--- src/rtl/mc_pkg.sv ---
// Shared constants for the multicycle MIPS main controller: opcodes, state
// encodings, datapath select codes and the decoded control bundle.
package mc_pkg;

    localparam int MC_STATE_W = 4;

    localparam logic [5:0] OP_RTYPE = 6'b000000;
    localparam logic [5:0] OP_LW    = 6'b100011;
    localparam logic [5:0] OP_SW    = 6'b101011;
    localparam logic [5:0] OP_BEQ   = 6'b000100;
    localparam logic [5:0] OP_ADDI  = 6'b001000;
    localparam logic [5:0] OP_J     = 6'b000010;

    typedef enum logic [MC_STATE_W-1:0] {
        S_IDLE      = 4'd0,
        S_FETCH     = 4'd1,
        S_DECODE    = 4'd2,
        S_MEM_ADDR  = 4'd3,
        S_MEM_READ  = 4'd4,
        S_MEM_WB    = 4'd5,
        S_MEM_WRITE = 4'd6,
        S_EXECUTE   = 4'd7,
        S_ALU_WB    = 4'd8,
        S_BRANCH    = 4'd9,
        S_ADDI_EXEC = 4'd10,
        S_ADDI_WB   = 4'd11,
        S_JUMP      = 4'd12,
        S_TRAP      = 4'd13
    } mc_state_e;

    localparam logic [1:0] SRCB_B      = 2'b00;
    localparam logic [1:0] SRCB_FOUR   = 2'b01;
    localparam logic [1:0] SRCB_IMM    = 2'b10;
    localparam logic [1:0] SRCB_IMM_SH = 2'b11;

    localparam logic [1:0] PC_SRC_ALU    = 2'b00;
    localparam logic [1:0] PC_SRC_ALUOUT = 2'b01;
    localparam logic [1:0] PC_SRC_JUMP   = 2'b10;

    localparam logic ALU_OP_ADD   = 1'b0;
    localparam logic ALU_OP_FUNCT = 1'b1;

    typedef struct packed {
        logic       pc_write;
        logic       ir_write;
        logic       i_or_d;
        logic       mem_read;
        logic       mem_write;
        logic       mem_to_reg;
        logic       reg_dst;
        logic       reg_write;
        logic       alu_src_a;
        logic [1:0] alu_src_b;
        logic       alu_op;
        logic [1:0] pc_source;
    } mc_ctrl_t;

endpackage

--- src/rtl/mc_ctrl_decode.sv ---
// Combinational control decode: current state plus the memory/comparator
// handshakes to the full set of datapath control signals.
module mc_ctrl_decode
    import mc_pkg::*;
(
    input  mc_state_e state_i,
    input  logic      mem_ready,
    input  logic      regs_equal,
    output mc_ctrl_t  ctrl_o
);

    always_comb begin
        ctrl_o = '0;
        case (state_i)
            S_FETCH: begin
                ctrl_o.mem_read  = 1'b1;
                ctrl_o.alu_src_b = SRCB_FOUR;
                ctrl_o.ir_write  = mem_ready;
                ctrl_o.pc_write  = mem_ready;
            end
            // Precompute the branch target into ALUOut while the opcode is decoded.
            S_DECODE: begin
                ctrl_o.alu_src_b = SRCB_IMM_SH;
            end
            S_MEM_ADDR, S_ADDI_EXEC: begin
                ctrl_o.alu_src_a = 1'b1;
                ctrl_o.alu_src_b = SRCB_IMM;
            end
            S_MEM_READ: begin
                ctrl_o.mem_read = 1'b1;
                ctrl_o.i_or_d   = 1'b1;
            end
            S_MEM_WB: begin
                ctrl_o.reg_write  = 1'b1;
                ctrl_o.mem_to_reg = 1'b1;
            end
            S_MEM_WRITE: begin
                ctrl_o.mem_write = 1'b1;
                ctrl_o.i_or_d    = 1'b1;
            end
            S_EXECUTE: begin
                ctrl_o.alu_src_a = 1'b1;
                ctrl_o.alu_src_b = SRCB_B;
                ctrl_o.alu_op    = ALU_OP_FUNCT;
            end
            S_ALU_WB: begin
                ctrl_o.reg_write = 1'b1;
                ctrl_o.reg_dst   = 1'b1;
            end
            S_BRANCH: begin
                ctrl_o.alu_src_a = 1'b1;
                ctrl_o.alu_src_b = SRCB_B;
                ctrl_o.pc_source = PC_SRC_ALUOUT;
                ctrl_o.pc_write  = regs_equal;
            end
            S_ADDI_WB: begin
                ctrl_o.reg_write = 1'b1;
            end
            S_JUMP: begin
                ctrl_o.pc_source = PC_SRC_JUMP;
                ctrl_o.pc_write  = 1'b1;
            end
            default: ctrl_o = '0;
        endcase
    end

endmodule

--- src/rtl/mc_main_controller.sv ---
// Multicycle MIPS main control FSM: state register, opcode-driven sequencing
// with memory wait states, and the sticky illegal-opcode flag.
module mc_main_controller
    import mc_pkg::*;
#(
    parameter int STATE_W = 4
) (
    input  logic               clk,
    input  logic               rst,
    input  logic [5:0]         opcode,
    input  logic               regs_equal,
    input  logic               mem_ready,
    output logic               pc_write,
    output logic               ir_write,
    output logic               i_or_d,
    output logic               mem_read,
    output logic               mem_write,
    output logic               mem_to_reg,
    output logic               reg_dst,
    output logic               reg_write,
    output logic               alu_src_a,
    output logic [1:0]         alu_src_b,
    output logic               alu_op,
    output logic [1:0]         pc_source,
    output logic               illegal_op,
    output logic [STATE_W-1:0] state_o
);

    mc_state_e state_q, state_d;
    logic      illegal_op_q, illegal_op_d;
    mc_ctrl_t  ctrl;

    always_comb begin
        state_d = state_q;
        case (state_q)
            S_IDLE:   state_d = S_FETCH;
            S_FETCH:  state_d = mem_ready ? S_DECODE : S_FETCH;
            S_DECODE: begin
                case (opcode)
                    OP_LW, OP_SW: state_d = S_MEM_ADDR;
                    OP_RTYPE:     state_d = S_EXECUTE;
                    OP_BEQ:       state_d = S_BRANCH;
                    OP_ADDI:      state_d = S_ADDI_EXEC;
                    OP_J:         state_d = S_JUMP;
                    default:      state_d = S_TRAP;
                endcase
            end
            S_MEM_ADDR:  state_d = (opcode == OP_LW) ? S_MEM_READ : S_MEM_WRITE;
            S_MEM_READ:  state_d = mem_ready ? S_MEM_WB : S_MEM_READ;
            S_MEM_WB:    state_d = S_FETCH;
            S_MEM_WRITE: state_d = mem_ready ? S_FETCH : S_MEM_WRITE;
            S_EXECUTE:   state_d = S_ALU_WB;
            S_ALU_WB:    state_d = S_FETCH;
            S_BRANCH:    state_d = S_FETCH;
            S_ADDI_EXEC: state_d = S_ADDI_WB;
            S_ADDI_WB:   state_d = S_FETCH;
            S_JUMP:      state_d = S_FETCH;
            S_TRAP:      state_d = S_TRAP;
            default:     state_d = S_IDLE;
        endcase
    end

    // Raised on the same edge that enters TRAP; only reset clears it.
    always_comb begin
        illegal_op_d = illegal_op_q | (state_d == S_TRAP);
    end

    always_ff @(posedge clk or posedge rst) begin
        if (rst) begin
            state_q      <= S_IDLE;
            illegal_op_q <= 1'b0;
        end else begin
            state_q      <= state_d;
            illegal_op_q <= illegal_op_d;
        end
    end

    mc_ctrl_decode u_decode (
        .state_i    (state_q),
        .mem_ready  (mem_ready),
        .regs_equal (regs_equal),
        .ctrl_o     (ctrl)
    );

    assign pc_write   = ctrl.pc_write;
    assign ir_write   = ctrl.ir_write;
    assign i_or_d     = ctrl.i_or_d;
    assign mem_read   = ctrl.mem_read;
    assign mem_write  = ctrl.mem_write;
    assign mem_to_reg = ctrl.mem_to_reg;
    assign reg_dst    = ctrl.reg_dst;
    assign reg_write  = ctrl.reg_write;
    assign alu_src_a  = ctrl.alu_src_a;
    assign alu_src_b  = ctrl.alu_src_b;
    assign alu_op     = ctrl.alu_op;
    assign pc_source  = ctrl.pc_source;
    assign illegal_op = illegal_op_q;
    assign state_o    = STATE_W'(state_q);

endmodule

--- config.mk ---
export PLATFORM = sky130hd
export DESIGN_NAME = mc_main_controller
export DESIGN_NICKNAME = d
export VERILOG_FILES = /design/src/rtl/mc_pkg.sv /design/src/rtl/mc_ctrl_decode.sv /design/src/rtl/mc_main_controller.sv
export SDC_FILE = /design/constraint.sdc
export NUM_CORES = 1
export LEC_CHECK = 0
export CORE_MARGIN = 3
export CORE_UTILIZATION = 38
export DETAILED_ROUTE_END_ITERATION = 7
export GPL_TIMING_DRIVEN = 0
export PLACE_DENSITY = 0.77
export SETUP_SLACK_MARGIN = 0.05
export SYNTH_ARGS = -nofsm -noshare
export SYNTH_HDL_FRONTEND = slang
export SYNTH_SLANG_ARGS = --single-unit
--- constraint.sdc ---
create_clock -name clk -period 1.7 [get_ports clk]
set_clock_uncertainty 0.05 [all_clocks]
set_input_delay 0.34 -clock clk [delete_from_list [all_inputs] [get_ports clk]]
set_output_delay 0.34 -clock clk [all_outputs]
set_load 0.01 [all_outputs]
==> results of run 1 <==
==> worst max-delay path by stage <==
stage	end	slack, ns	depth (start not counted)
after floorplan	pc_write	0.06	4
after global placement	illegal_op	-0.48	6
after detailed placement	illegal_op	-0.51	6
after CTS	pc_write	-0.08	5
after global routing	illegal_op	-0.16	8
final	pc_write	-0.12	5
==> layout make-up <==
class | count | area (um^2) | share of cell area, %
Timing Repair Buffer | 47 | 377 | 33.2
Sequential cell | 5 | 125 | 11.0
Inverter | 5 | 18.8 | 1.66
Clock buffer | 4 | 26.3 | 2.32
Tap cell | 15 | 18.8 | 1.66
Buffer | 5 | 52.6 | 4.64
Multi-Input combinational cell | 61 | 515 | 45.5
==> worst max-delay path, delay by kind of cell (launching register included) <==
kind	cells	cell delay [ns]
buffers and inverters	2	0.26
and+or+nand+nor	2	0.29
AOI/OAI and AO/OA	1	0.24
DFF	1	0.39
==> state kept, by name (all words and copies together), names as in the netlist <==
signal and flops:
illegal_op 1, state_o 4
==> cells by family after synthesis <==
| family | after synthesis |
|---|---|
| AND/OR/NAND/NOR | 38 |
| AO/OA/AOI/OAI | 21 |
| buffers and inverters | 10 |
| flip-flops | 5 |
| XOR/XNOR | 2 |
==> Yosys cell counts, drive strengths merged (2+ instances only) <==
cell and instances:
nor2 9, nand2b 6, o22ai 5, nor3 5, dfrtp 5, nand3 2
inv 5, and2 2, nand2 4, nor2b 2, a21oi 5, nor4 2
o31ai 2, nand3b 2, buf 4
==> through the flow <==
| step | setup TNS, ns | worst slack [ns] | power, W |
|---|---|---|---|
| 6_report | -0.372 | -0.122 | 0.00206 |
| 5_1_grt | -0.998 | -0.158 | 0.00220 |
| 4_1_cts | -0.195 | -0.0849 | 0.00178 |
| 3_5_place_dp | -4.23 | -0.511 | 0.00147 |
| 3_3_place_gp | -4.00 | -0.480 | 0.00146 |
| 2_1_floorplan | 0 | 0.0559 | 0.000968 |
==> power by group <==
part | switching, W | internal (W) | leakage (nW)
clock network | 0.0000489 | 0.0000887 | 0.0150
registers | 0.0000448 | 0.000164 | 0.0585
logic | 0.000825 | 0.000886 | 0.489
==> cell usage in the layout (no fill, tap or decap), types with 3 or more instances in the layout <==
cell type                         Yosys  layout
sky130_fd_sc_hd__a21oi_1              4       4
sky130_fd_sc_hd__buf_2                0      12
sky130_fd_sc_hd__buf_4                3      18
sky130_fd_sc_hd__buf_6                1       7
sky130_fd_sc_hd__clkbuf_4             0       3
sky130_fd_sc_hd__clkdlybuf4s50_1      0       3
sky130_fd_sc_hd__dfrtp_1              5       5
sky130_fd_sc_hd__dlygate4sd2_1        0       6
sky130_fd_sc_hd__inv_1                5       5
sky130_fd_sc_hd__nand2b_4             0       5
sky130_fd_sc_hd__nor2_1               9       6
sky130_fd_sc_hd__nor3_1               5       3
sky130_fd_sc_hd__o22ai_1              5       4
==> repair_timing <==
item	in CTS	in global routing
hold endpoints to repair	0	0
hold buffers	0	0
gates cloned	0	0
gates resized for setup	76	27
setup buffers	13	6
pin swaps	8	5
setup endpoints to repair	17	19
==> layer usage <==
layer,vias to the layer above,wire length (um)
li1,380,-
met1,373,893
met2,31,1170
met3,10,108
met4,0,76
met5,-,0
==> run_summary.xml, run 1 <==
<?xml version="1.0" encoding="UTF-8"?>
<metrics>
  <group name="sta">
    <metric name="setup_repair_after_global_routing_missed_its_margin" unit="">yes</metric>
    <metric name="share_of_the_cycle_needed_by_the_critical_path_after_routing" unit="%">107</metric>
    <metric name="postLayoutSetupSlackWorst" unit="ns">-0.122</metric>
    <metric name="worst_hold_slack" unit="ns">0.237</metric>
    <metric name="clock.fmax" unit="GHz">0.549</metric>
    <metric name="slew-limit-headroom" unit="%">77.1</metric>
    <metric name="final_hold_viol_count" unit="">0</metric>
    <metric name="setup_viol" unit="">7</metric>
    <metric name="finalCriticalPeriod" unit="ns">1.82</metric>
    <metric name="worst_slew_pin_slew" unit="ns">0.341</metric>
    <metric name="finalMaxSlewViolations" unit="">0</metric>
  </group>
  <group name="placement">
    <metric name="detailed_place.area" unit="um^2">883</metric>
    <metric name="place.detailed.instances" unit="">119</metric>
    <metric name="numPortBuffers" unit="">28</metric>
    <metric name="place.gp.congestion" unit="">0.774</metric>
    <metric name="hpwlAfterDp" unit="um">1280</metric>
  </group>
  <group name="outcome">
    <metric name="failing_checks" unit="">setup timing</metric>
    <metric name="run_status" unit="">finished with violations</metric>
  </group>
  <group name="finish">
    <metric name="syn2layout_area_growth" unit="%">98.3</metric>
    <metric name="fin_util" unit="%">84.0</metric>
    <metric name="drive_above_1_share" unit="%">54.3</metric>
    <metric name="stdcell_area" unit="um^2">1130</metric>
    <metric name="num-nets-final" unit="">138</metric>
    <metric name="antenna_cells_inserted" unit="">0</metric>
    <metric name="finish.cell_count_without_fillers" unit="">142</metric>
    <metric name="n_fill_cell" unit="">79</metric>
  </group>
  <group name="clocking">
    <metric name="numCtsBuffers" unit="">3</metric>
    <metric name="cts_root_buf" unit="">sky130_fd_sc_hd__clkbuf_4</metric>
    <metric name="clock_insertion_delay_worst_skew" unit="ns">0.25</metric>
    <metric name="cts-root-to-sink-buffers" unit="">2</metric>
    <metric name="tritoncts_clock_tree" unit="">built</metric>
    <metric name="h-tree-depth" unit="">1</metric>
    <metric name="clock_input_transition_at_the_sequential_cells_of_the_worst_setup_and_hold_paths" unit="ns">0.05</metric>
    <metric name="cts_num_sinks" unit="">5</metric>
  </group>
  <group name="grt">
    <metric name="globalRouteTotalUtil" unit="%">22.5</metric>
    <metric name="most_utilized_layer_in_the_global_route_result" unit="">met2</metric>
    <metric name="grt_pass1_vias" unit="">717</metric>
    <metric name="gr_util_met3" unit="%">4.78</metric>
    <metric name="grt_use_met2" unit="%">36.7</metric>
    <metric name="global_route_wire_length_before_repair" unit="um">3330</metric>
    <metric name="pin_count_of_the_biggest_net_entering_global_routing" unit="">11</metric>
    <metric name="groute.layer.met1.usage" unit="%">27.6</metric>
    <metric name="antenna_found_initial" unit="">0</metric>
    <metric name="globalRouteOverflowTotal" unit="">0</metric>
  </group>
  <group name="logic_synthesis">
    <metric name="synth_edf_count" unit="">0</metric>
    <metric name="yosysUniqueCellTypes" unit="">33</metric>
    <metric name="synth_top_flop_cell" unit="">sky130_fd_sc_hd__dfrtp_1</metric>
    <metric name="synth_warn" unit="">0</metric>
    <metric name="share_of_the_synthesized_netlist_area_taken_by_xor_and_xnor_gates" unit="%">3.06</metric>
    <metric name="synthSimpleGateAreaFrac" unit="%">35.9</metric>
    <metric name="synth_fp_nets" unit="">86</metric>
    <metric name="netlist_area_pre_place" unit="um^2">572</metric>
    <metric name="post_synth_mux_area_share" unit="%">0</metric>
    <metric name="yosysTopAreaCell" unit="">sky130_fd_sc_hd__dfrtp_1</metric>
    <metric name="synthCells" unit="">76</metric>
    <metric name="yosys.area_share.adder" unit="%">0</metric>
    <metric name="ys_ff_latch" unit="">5</metric>
    <metric name="synth_top_cells_by_area" unit="">sky130_fd_sc_hd__dfrtp_1 (22%), sky130_fd_sc_hd__nand2b_1 (6.6%), sky130_fd_sc_hd__nor2_1 (5.9%)</metric>
    <metric name="avgSynthCellArea" unit="um^2">7.52</metric>
    <metric name="synth.yosys.seq_area_share" unit="%">21.9</metric>
    <metric name="complex_gate_fraction_of_the_synthesized_area" unit="%">27.6</metric>
    <metric name="synth_top_family_by_area" unit="">simple AND/OR/NAND/NOR gates</metric>
    <metric name="yosysTopAreaCellShare" unit="%">21.9</metric>
    <metric name="synth_async_sr_flop_share" unit="%">100</metric>
  </group>
  <group name="worst_setup_path">
    <metric name="worstRegToRegCells" unit="">8</metric>
    <metric name="critPathCaptureType" unit="">output port</metric>
    <metric name="crit_slowest_cell" unit="">sky130_fd_sc_hd__dfrtp_1</metric>
    <metric name="crit_path_cell_trace" unit="">buf_6 -&gt; nor2b_4 -&gt; and3_4 -&gt; a211o_1 -&gt; buf_6</metric>
    <metric name="cp.arrival" unit="ns">1.43</metric>
    <metric name="worstSetupStartpoint" unit="">state_o[0]</metric>
    <metric name="critical_path_required" unit="ns">1.31</metric>
    <metric name="crit_top_cell" unit="">sky130_fd_sc_hd__buf_6</metric>
    <metric name="regToRegSetupSlack" unit="ns">-0.03</metric>
    <metric name="rr_startpoint" unit="">state_o[0]</metric>
    <metric name="worst_path_fanout_max" unit="">6</metric>
    <metric name="setup.worst_path.start_class" unit="">register</metric>
    <metric name="slowest_delay" unit="ns">0.39</metric>
    <metric name="critical_path_class" unit="">register to output port</metric>
    <metric name="timing.rr.end" unit="">illegal_op</metric>
  </group>
  <group name="drt">
    <metric name="postRouteWirelength" unit="um">2250</metric>
    <metric name="routed-via-count" unit="">794</metric>
    <metric name="remaining_antenna_violation_count_after_routing" unit="">0</metric>
    <metric name="drt-wirelength-per-cell" unit="um">15.9</metric>
    <metric name="route.detailed.vias_per_inst" unit="">5.59</metric>
    <metric name="drt_pass1_iterations" unit="">4</metric>
    <metric name="drtIter0Drc" unit="">11</metric>
    <metric name="drt_drc_violations_left" unit="">0</metric>
  </group>
  <group name="floorplanning">
    <metric name="core_ar" unit="um^2">1350</metric>
    <metric name="die_area" unit="um^2">2010</metric>
    <metric name="placementRows" unit="">13</metric>
    <metric name="fp.dieH" unit="um">44.8</metric>
    <metric name="initial_core_util" unit="%">42.4</metric>
    <metric name="die_width" unit="um">44.8</metric>
    <metric name="top_level_ports" unit="">29</metric>
  </group>
  <group name="power">
    <metric name="ir_worst_vdd" unit="mV">1.07</metric>
    <metric name="power.static_leakage" unit="nW">0.563</metric>
    <metric name="power.density" unit="nW/um^2">1820</metric>
  </group>
  <group name="flow_run">
    <metric name="maxCapViolCount" unit="">0</metric>
  </group>
  <group name="min_path">
    <metric name="holdCritPathClass" unit="">input port to async pin</metric>
  </group>
</metrics>
Power figures use the tool's default switching activity.
==> inputs of run 2 (changes only) <==
--- a/config.mk
+++ b/config.mk
@@ -11,6 +11,7 @@
 export GPL_TIMING_DRIVEN = 0
 export PLACE_DENSITY = 0.77
 export SETUP_SLACK_MARGIN = 0.05
+export SKIP_LAST_GASP = 1
 export SYNTH_ARGS = -nofsm -noshare
 export SYNTH_HDL_FRONTEND = slang
 export SYNTH_SLANG_ARGS = --single-unit
==> run_summary.xml, run 2 (synthesized netlist as in run 1, its figures left out) <==
<?xml version="1.0" encoding="UTF-8"?>
<metrics>
  <group name="clocking">
    <metric name="h-tree-depth" unit="">1</metric>
    <metric name="cts_hold_buffers" unit="">0</metric>
    <metric name="cts-root-to-sink-buffers" unit="">2</metric>
    <metric name="tritoncts_clock_tree" unit="">built</metric>
    <metric name="cts_num_sinks" unit="">5</metric>
    <metric name="numCtsBuffers" unit="">3</metric>
    <metric name="cts_root_buf" unit="">sky130_fd_sc_hd__clkbuf_4</metric>
    <metric name="clock_insertion_delay_worst_skew" unit="ns">0.24</metric>
    <metric name="clock_input_transition_at_the_sequential_cells_of_the_worst_setup_and_hold_paths" unit="ns">0.05</metric>
  </group>
  <group name="sta">
    <metric name="slew-limit-headroom" unit="%">76.1</metric>
    <metric name="worst_slew_pin_slew" unit="ns">0.355</metric>
    <metric name="finalMaxSlewViolations" unit="">0</metric>
    <metric name="final_hold_viol_count" unit="">0</metric>
    <metric name="setup_viol" unit="">8</metric>
    <metric name="postLayoutSetupSlackWorst" unit="ns">-0.107</metric>
    <metric name="share_of_the_cycle_needed_by_the_critical_path_after_routing" unit="%">106</metric>
    <metric name="finalCriticalPeriod" unit="ns">1.81</metric>
    <metric name="totalNegativeSetupSlack" unit="ns">-0.341</metric>
    <metric name="worst_hold_slack" unit="ns">0.249</metric>
    <metric name="setup_repair_after_global_routing_missed_its_margin" unit="">yes</metric>
    <metric name="clock.fmax" unit="GHz">0.553</metric>
  </group>
  <group name="drt">
    <metric name="remaining_antenna_violation_count_after_routing" unit="">0</metric>
    <metric name="drt_drc_violations_left" unit="">0</metric>
    <metric name="postRouteWirelength" unit="um">2520</metric>
    <metric name="routed-via-count" unit="">845</metric>
    <metric name="drtIter0Drc" unit="">22</metric>
    <metric name="drt-wirelength-per-cell" unit="um">17.5</metric>
    <metric name="drt_pass1_iterations" unit="">4</metric>
    <metric name="route.detailed.vias_per_inst" unit="">5.87</metric>
  </group>
  <group name="grt">
    <metric name="globalRouteTotalUtil" unit="%">21.2</metric>
    <metric name="global_route_wire_length_before_repair" unit="um">3250</metric>
    <metric name="globalRouteOverflowTotal" unit="">0</metric>
    <metric name="antenna_found_initial" unit="">0</metric>
    <metric name="grt_pass1_vias" unit="">683</metric>
    <metric name="pin_count_of_the_biggest_net_entering_global_routing" unit="">11</metric>
  </group>
  <group name="finish">
    <metric name="syn2layout_area_growth" unit="%">100</metric>
    <metric name="drive_above_1_share" unit="%">54.3</metric>
    <metric name="finish.cell_count_without_fillers" unit="">144</metric>
    <metric name="fin_util" unit="%">84.7</metric>
    <metric name="antenna_cells_inserted" unit="">0</metric>
    <metric name="multi_input_area" unit="um^2">513</metric>
    <metric name="n_fill_cell" unit="">73</metric>
    <metric name="largest_register_ff_count" unit="">4</metric>
    <metric name="commonest_non_fill_non_tap_cell_in_the_layout" unit="">sky130_fd_sc_hd__buf_4</metric>
    <metric name="final-seq-area" unit="um^2">125</metric>
    <metric name="layout.cells.most_common_list" unit="">sky130_fd_sc_hd__buf_4 (18), sky130_fd_sc_hd__buf_2 (13), sky130_fd_sc_hd__buf_6 (8)</metric>
    <metric name="num-nets-final" unit="">140</metric>
  </group>
  <group name="floorplanning">
    <metric name="fp.dieH" unit="um">44.8</metric>
    <metric name="placementRows" unit="">13</metric>
    <metric name="die_area" unit="um^2">2010</metric>
    <metric name="top_level_ports" unit="">29</metric>
    <metric name="die_width" unit="um">44.8</metric>
    <metric name="core_ar" unit="um^2">1350</metric>
    <metric name="initial_core_util" unit="%">42.4</metric>
  </group>
  <group name="placement">
    <metric name="hpwlAfterDp" unit="um">1280</metric>
    <metric name="numPortBuffers" unit="">28</metric>
    <metric name="place.gp.congestion" unit="">0.774</metric>
    <metric name="place.detailed.instances" unit="">119</metric>
  </group>
  <group name="worst_setup_path">
    <metric name="worst_path_fanout_max" unit="">6</metric>
    <metric name="critical_path_class" unit="">register to output port</metric>
    <metric name="cp.arrival" unit="ns">1.42</metric>
    <metric name="setup.worst_path.start_class" unit="">register</metric>
    <metric name="critical_path_required" unit="ns">1.31</metric>
    <metric name="critPathCaptureType" unit="">output port</metric>
  </group>
  <group name="outcome">
    <metric name="run_status" unit="">finished with violations</metric>
    <metric name="failing_checks" unit="">setup timing</metric>
  </group>
  <group name="min_path">
    <metric name="holdCritPathClass" unit="">input port to async pin</metric>
  </group>
  <group name="power">
    <metric name="p_total" unit="W">0.00213</metric>
    <metric name="power.static_leakage" unit="nW">0.594</metric>
    <metric name="power.density" unit="nW/um^2">1860</metric>
    <metric name="ir_worst_vdd" unit="mV">1.23</metric>
  </group>
  <group name="flow_run">
    <metric name="maxCapViolCount" unit="">0</metric>
  </group>
</metrics>
run 2: changes by cell type in the layout (fill, tap and decap cells not counted), moves of 2 or more:
cell                              before  now
sky130_fd_sc_hd__clkbuf_2              0    2
sky130_fd_sc_hd__clkdlybuf4s15_2       2    0
sky130_fd_sc_hd__dlygate4sd2_1         6    3
sky130_fd_sc_hd__dlymetal6s2s_1        2    4
run 2: worst paths after layout:
path,startpoint,endpoint,slack (ns),cells after the start
worst min-delay path,rst,state_o[0],0.25,2
max in group asynchronous,rst,state_o[3],1.18,2
worst max-delay path,state_o[0],pc_write,-0.11,5
worst min register to register,illegal_op,illegal_op,0.44,2
min in group clk,illegal_op,illegal_op,0.44,2
worst max register to register,state_o[0],illegal_op,-0.03,8
run 2: report_power, final:
part / switching (W) / internal, W
Combinational: 0.000869 / 0.000919
Sequential: 0.0000400 / 0.000164
Clock: 0.0000491 / 0.0000888
run 2: metal layers:
| layer | track usage (%) | routed length (um) | up-vias |
|---|---|---|---|
| met1 | 28.0 | 989 | 399 |
| met5 | 0 | 0 | - |
| met4 | 3.51 | 79 | 0 |
| met3 | 2.79 | 166 | 10 |
| met2 | 37.2 | 1280 | 52 |
| li1 | - | - | 384 |
run 2: final cells by class:
class	instances	area share [%]
tap	15	1.64
multi-input combinational	61	44.9
sequential	5	10.9
timing repair buffer	49	33.4
inverter	5	1.64
clock buffer	4	2.30
buffer	5	5.25
run 2: worst max-delay path: stages, from the launching register on:
cell,delay [ns]
sky130_fd_sc_hd__dfrtp_1,0.39
sky130_fd_sc_hd__buf_6,0.14
sky130_fd_sc_hd__nor2b_4,0.13
sky130_fd_sc_hd__and3_4,0.16
sky130_fd_sc_hd__a211o_1,0.24
sky130_fd_sc_hd__buf_6,0.12
run 2: through the flow:
| stage | setup WS, ns | cell area [um^2] |
|---|---|---|
| after CTS | -0.0850 | 1030 |
| after floorplan | 0.0559 | 584 |
| after global routing | -0.152 | 1140 |
| after detailed placement | -0.511 | 883 |
| final | -0.107 | 1140 |
| after global placement | -0.480 | 883 |
run 2: what timing repair did:
| item | 4_1_cts | 5_1_grt |
|---|---|---|
| resized for setup | 73 | 34 |
| setup buffers | 13 | 8 |
| cloned | 0 | 0 |
| pin swaps | 8 | 8 |
| endpoints found under the setup margin | 17 | 21 |
==> inputs of run 3 (changes only) <==
--- a/config.mk
+++ b/config.mk
@@ -5,8 +5,8 @@
 export SDC_FILE = /design/constraint.sdc
 export NUM_CORES = 1
 export LEC_CHECK = 0
-export CORE_MARGIN = 3
 export CORE_UTILIZATION = 38
+export CTS_CLUSTER_SIZE = 10
 export DETAILED_ROUTE_END_ITERATION = 7
 export GPL_TIMING_DRIVEN = 0
 export PLACE_DENSITY = 0.77
==> run_summary.xml, run 3 (synthesized netlist as in run 1, its figures left out) <==
<?xml version="1.0" encoding="UTF-8"?>
<metrics>
  <group name="clocking">
    <metric name="cts_root_buf" unit="">sky130_fd_sc_hd__clkbuf_4</metric>
    <metric name="numCtsBuffers" unit="">3</metric>
    <metric name="cts-root-to-sink-buffers" unit="">2</metric>
    <metric name="h-tree-depth" unit="">1</metric>
    <metric name="clock_insertion_delay_worst_skew" unit="ns">0.24</metric>
    <metric name="clock_input_transition_at_the_sequential_cells_of_the_worst_setup_and_hold_paths" unit="ns">0.04</metric>
    <metric name="cts_num_sinks" unit="">5</metric>
    <metric name="tritoncts_clock_tree" unit="">built</metric>
  </group>
  <group name="grt">
    <metric name="globalRouteTotalUtil" unit="%">24.2</metric>
    <metric name="grt_pass1_vias" unit="">688</metric>
    <metric name="pin_count_of_the_biggest_net_entering_global_routing" unit="">11</metric>
    <metric name="globalRouteOverflowTotal" unit="">0</metric>
    <metric name="global_route_wire_length_before_repair" unit="um">2690</metric>
    <metric name="antenna_found_initial" unit="">0</metric>
  </group>
  <group name="sta">
    <metric name="clock.fmax" unit="GHz">0.556</metric>
    <metric name="slew-limit-headroom" unit="%">79.6</metric>
    <metric name="setup_repair_after_global_routing_missed_its_margin" unit="">yes</metric>
    <metric name="setup_viol" unit="">7</metric>
    <metric name="share_of_the_cycle_needed_by_the_critical_path_after_routing" unit="%">106</metric>
    <metric name="postLayoutSetupSlackWorst" unit="ns">-0.0997</metric>
    <metric name="final_hold_viol_count" unit="">0</metric>
    <metric name="finalCriticalPeriod" unit="ns">1.80</metric>
    <metric name="finalMaxSlewViolations" unit="">0</metric>
    <metric name="worst_slew_pin_slew" unit="ns">0.301</metric>
  </group>
  <group name="floorplanning">
    <metric name="die_area" unit="um^2">1660</metric>
    <metric name="die_width" unit="um">40.8</metric>
    <metric name="placementRows" unit="">13</metric>
    <metric name="core_ar" unit="um^2">1350</metric>
    <metric name="top_level_ports" unit="">29</metric>
    <metric name="initial_core_util" unit="%">42.4</metric>
    <metric name="fp.dieH" unit="um">40.8</metric>
  </group>
  <group name="power">
    <metric name="clock_power_share" unit="%">6.7</metric>
    <metric name="switching_power" unit="W">0.000872</metric>
    <metric name="share_of_power_burned_in_combinational_logic" unit="%">82.4</metric>
    <metric name="ir_worst_vdd" unit="mV">1.15</metric>
    <metric name="power.static_leakage" unit="nW">0.534</metric>
    <metric name="power.density" unit="nW/um^2">1840</metric>
    <metric name="cell_internal_pwr" unit="W">0.00109</metric>
    <metric name="seq_power_share" unit="%">10.9</metric>
    <metric name="switching_share" unit="%">44.5</metric>
  </group>
  <group name="placement">
    <metric name="hpwlAfterDp" unit="um">1230</metric>
    <metric name="place.detailed.instances" unit="">119</metric>
    <metric name="detailed_place.area" unit="um^2">883</metric>
    <metric name="numPortBuffers" unit="">28</metric>
    <metric name="placement.setup.worst_slack" unit="ns">-0.485</metric>
    <metric name="place.gp.congestion" unit="">0.734</metric>
  </group>
  <group name="worst_setup_path">
    <metric name="cp.arrival" unit="ns">1.41</metric>
    <metric name="worst_path_fanout_max" unit="">6</metric>
    <metric name="critical_path_class" unit="">register to output port</metric>
    <metric name="regToRegSetupSlack" unit="ns">-0.07</metric>
    <metric name="worstRegToRegCells" unit="">7</metric>
    <metric name="setup.worst_path.start_class" unit="">register</metric>
    <metric name="timing.rr.end" unit="">illegal_op</metric>
    <metric name="rr_startpoint" unit="">state_o[1]</metric>
    <metric name="critical_path_required" unit="ns">1.31</metric>
    <metric name="critPathCaptureType" unit="">output port</metric>
  </group>
  <group name="flow_run">
    <metric name="maxCapViolCount" unit="">0</metric>
  </group>
  <group name="outcome">
    <metric name="run_status" unit="">finished with violations</metric>
    <metric name="failing_checks" unit="">setup timing</metric>
  </group>
  <group name="min_path">
    <metric name="holdCritPathClass" unit="">input port to async pin</metric>
  </group>
  <group name="drt">
    <metric name="postRouteWirelength" unit="um">2000</metric>
    <metric name="drt_drc_violations_left" unit="">0</metric>
    <metric name="drt_pass1_iterations" unit="">3</metric>
    <metric name="drt-wirelength-per-cell" unit="um">14.5</metric>
    <metric name="remaining_antenna_violation_count_after_routing" unit="">0</metric>
    <metric name="drtIter0Drc" unit="">7</metric>
    <metric name="routed-via-count" unit="">762</metric>
    <metric name="route.detailed.vias_per_inst" unit="">5.52</metric>
  </group>
  <group name="finish">
    <metric name="final-seq-area" unit="um^2">126</metric>
    <metric name="n_fill_cell" unit="">105</metric>
    <metric name="syn2layout_area_growth" unit="%">86.0</metric>
    <metric name="largest_register_ff_count" unit="">4</metric>
    <metric name="num-nets-final" unit="">134</metric>
    <metric name="multi_input_area" unit="um^2">488</metric>
    <metric name="drive_above_1_share" unit="%">52.0</metric>
    <metric name="antenna_cells_inserted" unit="">0</metric>
    <metric name="commonest_non_fill_non_tap_cell_in_the_layout" unit="">sky130_fd_sc_hd__buf_4</metric>
    <metric name="layout.cells.most_common_list" unit="">sky130_fd_sc_hd__buf_4 (15), sky130_fd_sc_hd__buf_2 (10), sky130_fd_sc_hd__nor2_1 (7), sky130_fd_sc_hd__clkdlybuf4s50_1 (7)</metric>
    <metric name="finish.cell_count_without_fillers" unit="">138</metric>
    <metric name="stdcell_area" unit="um^2">1060</metric>
  </group>
</metrics>
[run 3: cell count changes in the layout (fill, tap and decap cells not counted), moves of 2 or more]
cell,before,now
sky130_fd_sc_hd__clkdlybuf4s50_1,3,7
sky130_fd_sc_hd__buf_2,13,10
sky130_fd_sc_hd__buf_4,18,15
sky130_fd_sc_hd__buf_6,8,5
sky130_fd_sc_hd__clkbuf_2,2,5
sky130_fd_sc_hd__clkdlybuf4s15_1,2,0
sky130_fd_sc_hd__dlygate4sd2_1,3,1
[run 3: layout make-up]
class / instances / share of cell area, %
multi-input combinational: 61 / 45.9
tap: 15 / 1.76
buffer: 5 / 5.18
clock buffer: 4 / 2.47
inverter: 5 / 1.76
sequential: 5 / 11.9
timing repair buffer: 43 / 31.1
[run 3: how the worst max path moves through the flow]
stage                     startpoint          to  slack (ns)  cells after the start
final                     state_o[0]    pc_write        -0.1                      5
after global routing      state_o[2]    pc_write       -0.15                      5
after CTS                 state_o[0]    pc_write       -0.12                      6
after detailed placement   opcode[1]  illegal_op       -0.49                      6
after global placement     opcode[1]  illegal_op       -0.49                      6
after floorplan           state_o[0]    pc_write        0.06                      4
[run 3: layer usage]
layer  vias up  global-route usage, %  share of wire (%)
met3         0                   1.63                3.5
met5         -                      0                  0
met4         0                   5.00                  0
met2        18                   53.1                 57
met1       372                   22.8                 40
li1        372                      -                  -
[run 3: critical path, cell delays in order (launching register included)]
cell and delay, ns:
sky130_fd_sc_hd__dfrtp_1 0.39, sky130_fd_sc_hd__buf_6 0.14, sky130_fd_sc_hd__nor2b_4 0.12, sky130_fd_sc_hd__and3_4 0.17
sky130_fd_sc_hd__a211o_1 0.22, sky130_fd_sc_hd__buf_2 0.14
[run 3: what timing repair did]
item | 4_1_cts | 5_1_grt
hold buffers | 0 | 0
pin swaps | 11 | 8
setup buffers | 10 | 5
resized for setup | 66 | 27
endpoints found under the setup margin | 16 | 18
cloned | 0 | 0
[run 3: stage by stage]
stage	utilization (%)	power [W]	hold WS [ns]	TNS (ns)
floorplan	-	0.000968	0.0685	0
global placement	65.4	0.00146	0.398	-3.87
detailed placement	65.4	0.00147	0.431	-4.18
CTS	73.1	0.00176	0.238	-0.386
global route	78.8	0.00210	0.266	-0.743
finish	78.8	0.00196	0.241	-0.323
[run 3: power groups by stage]
| stage | clock network, W | registers [W] | logic (W) |
|---|---|---|---|
| detailed placement | 0 | 0.000214 | 0.00126 |
| floorplan | 0 | 0.000226 | 0.000742 |
| CTS | 0.000137 | 0.000208 | 0.00141 |
| global placement | 0 | 0.000210 | 0.00125 |
| global route | 0.000146 | 0.000216 | 0.00174 |
| finish | 0.000131 | 0.000213 | 0.00161 |
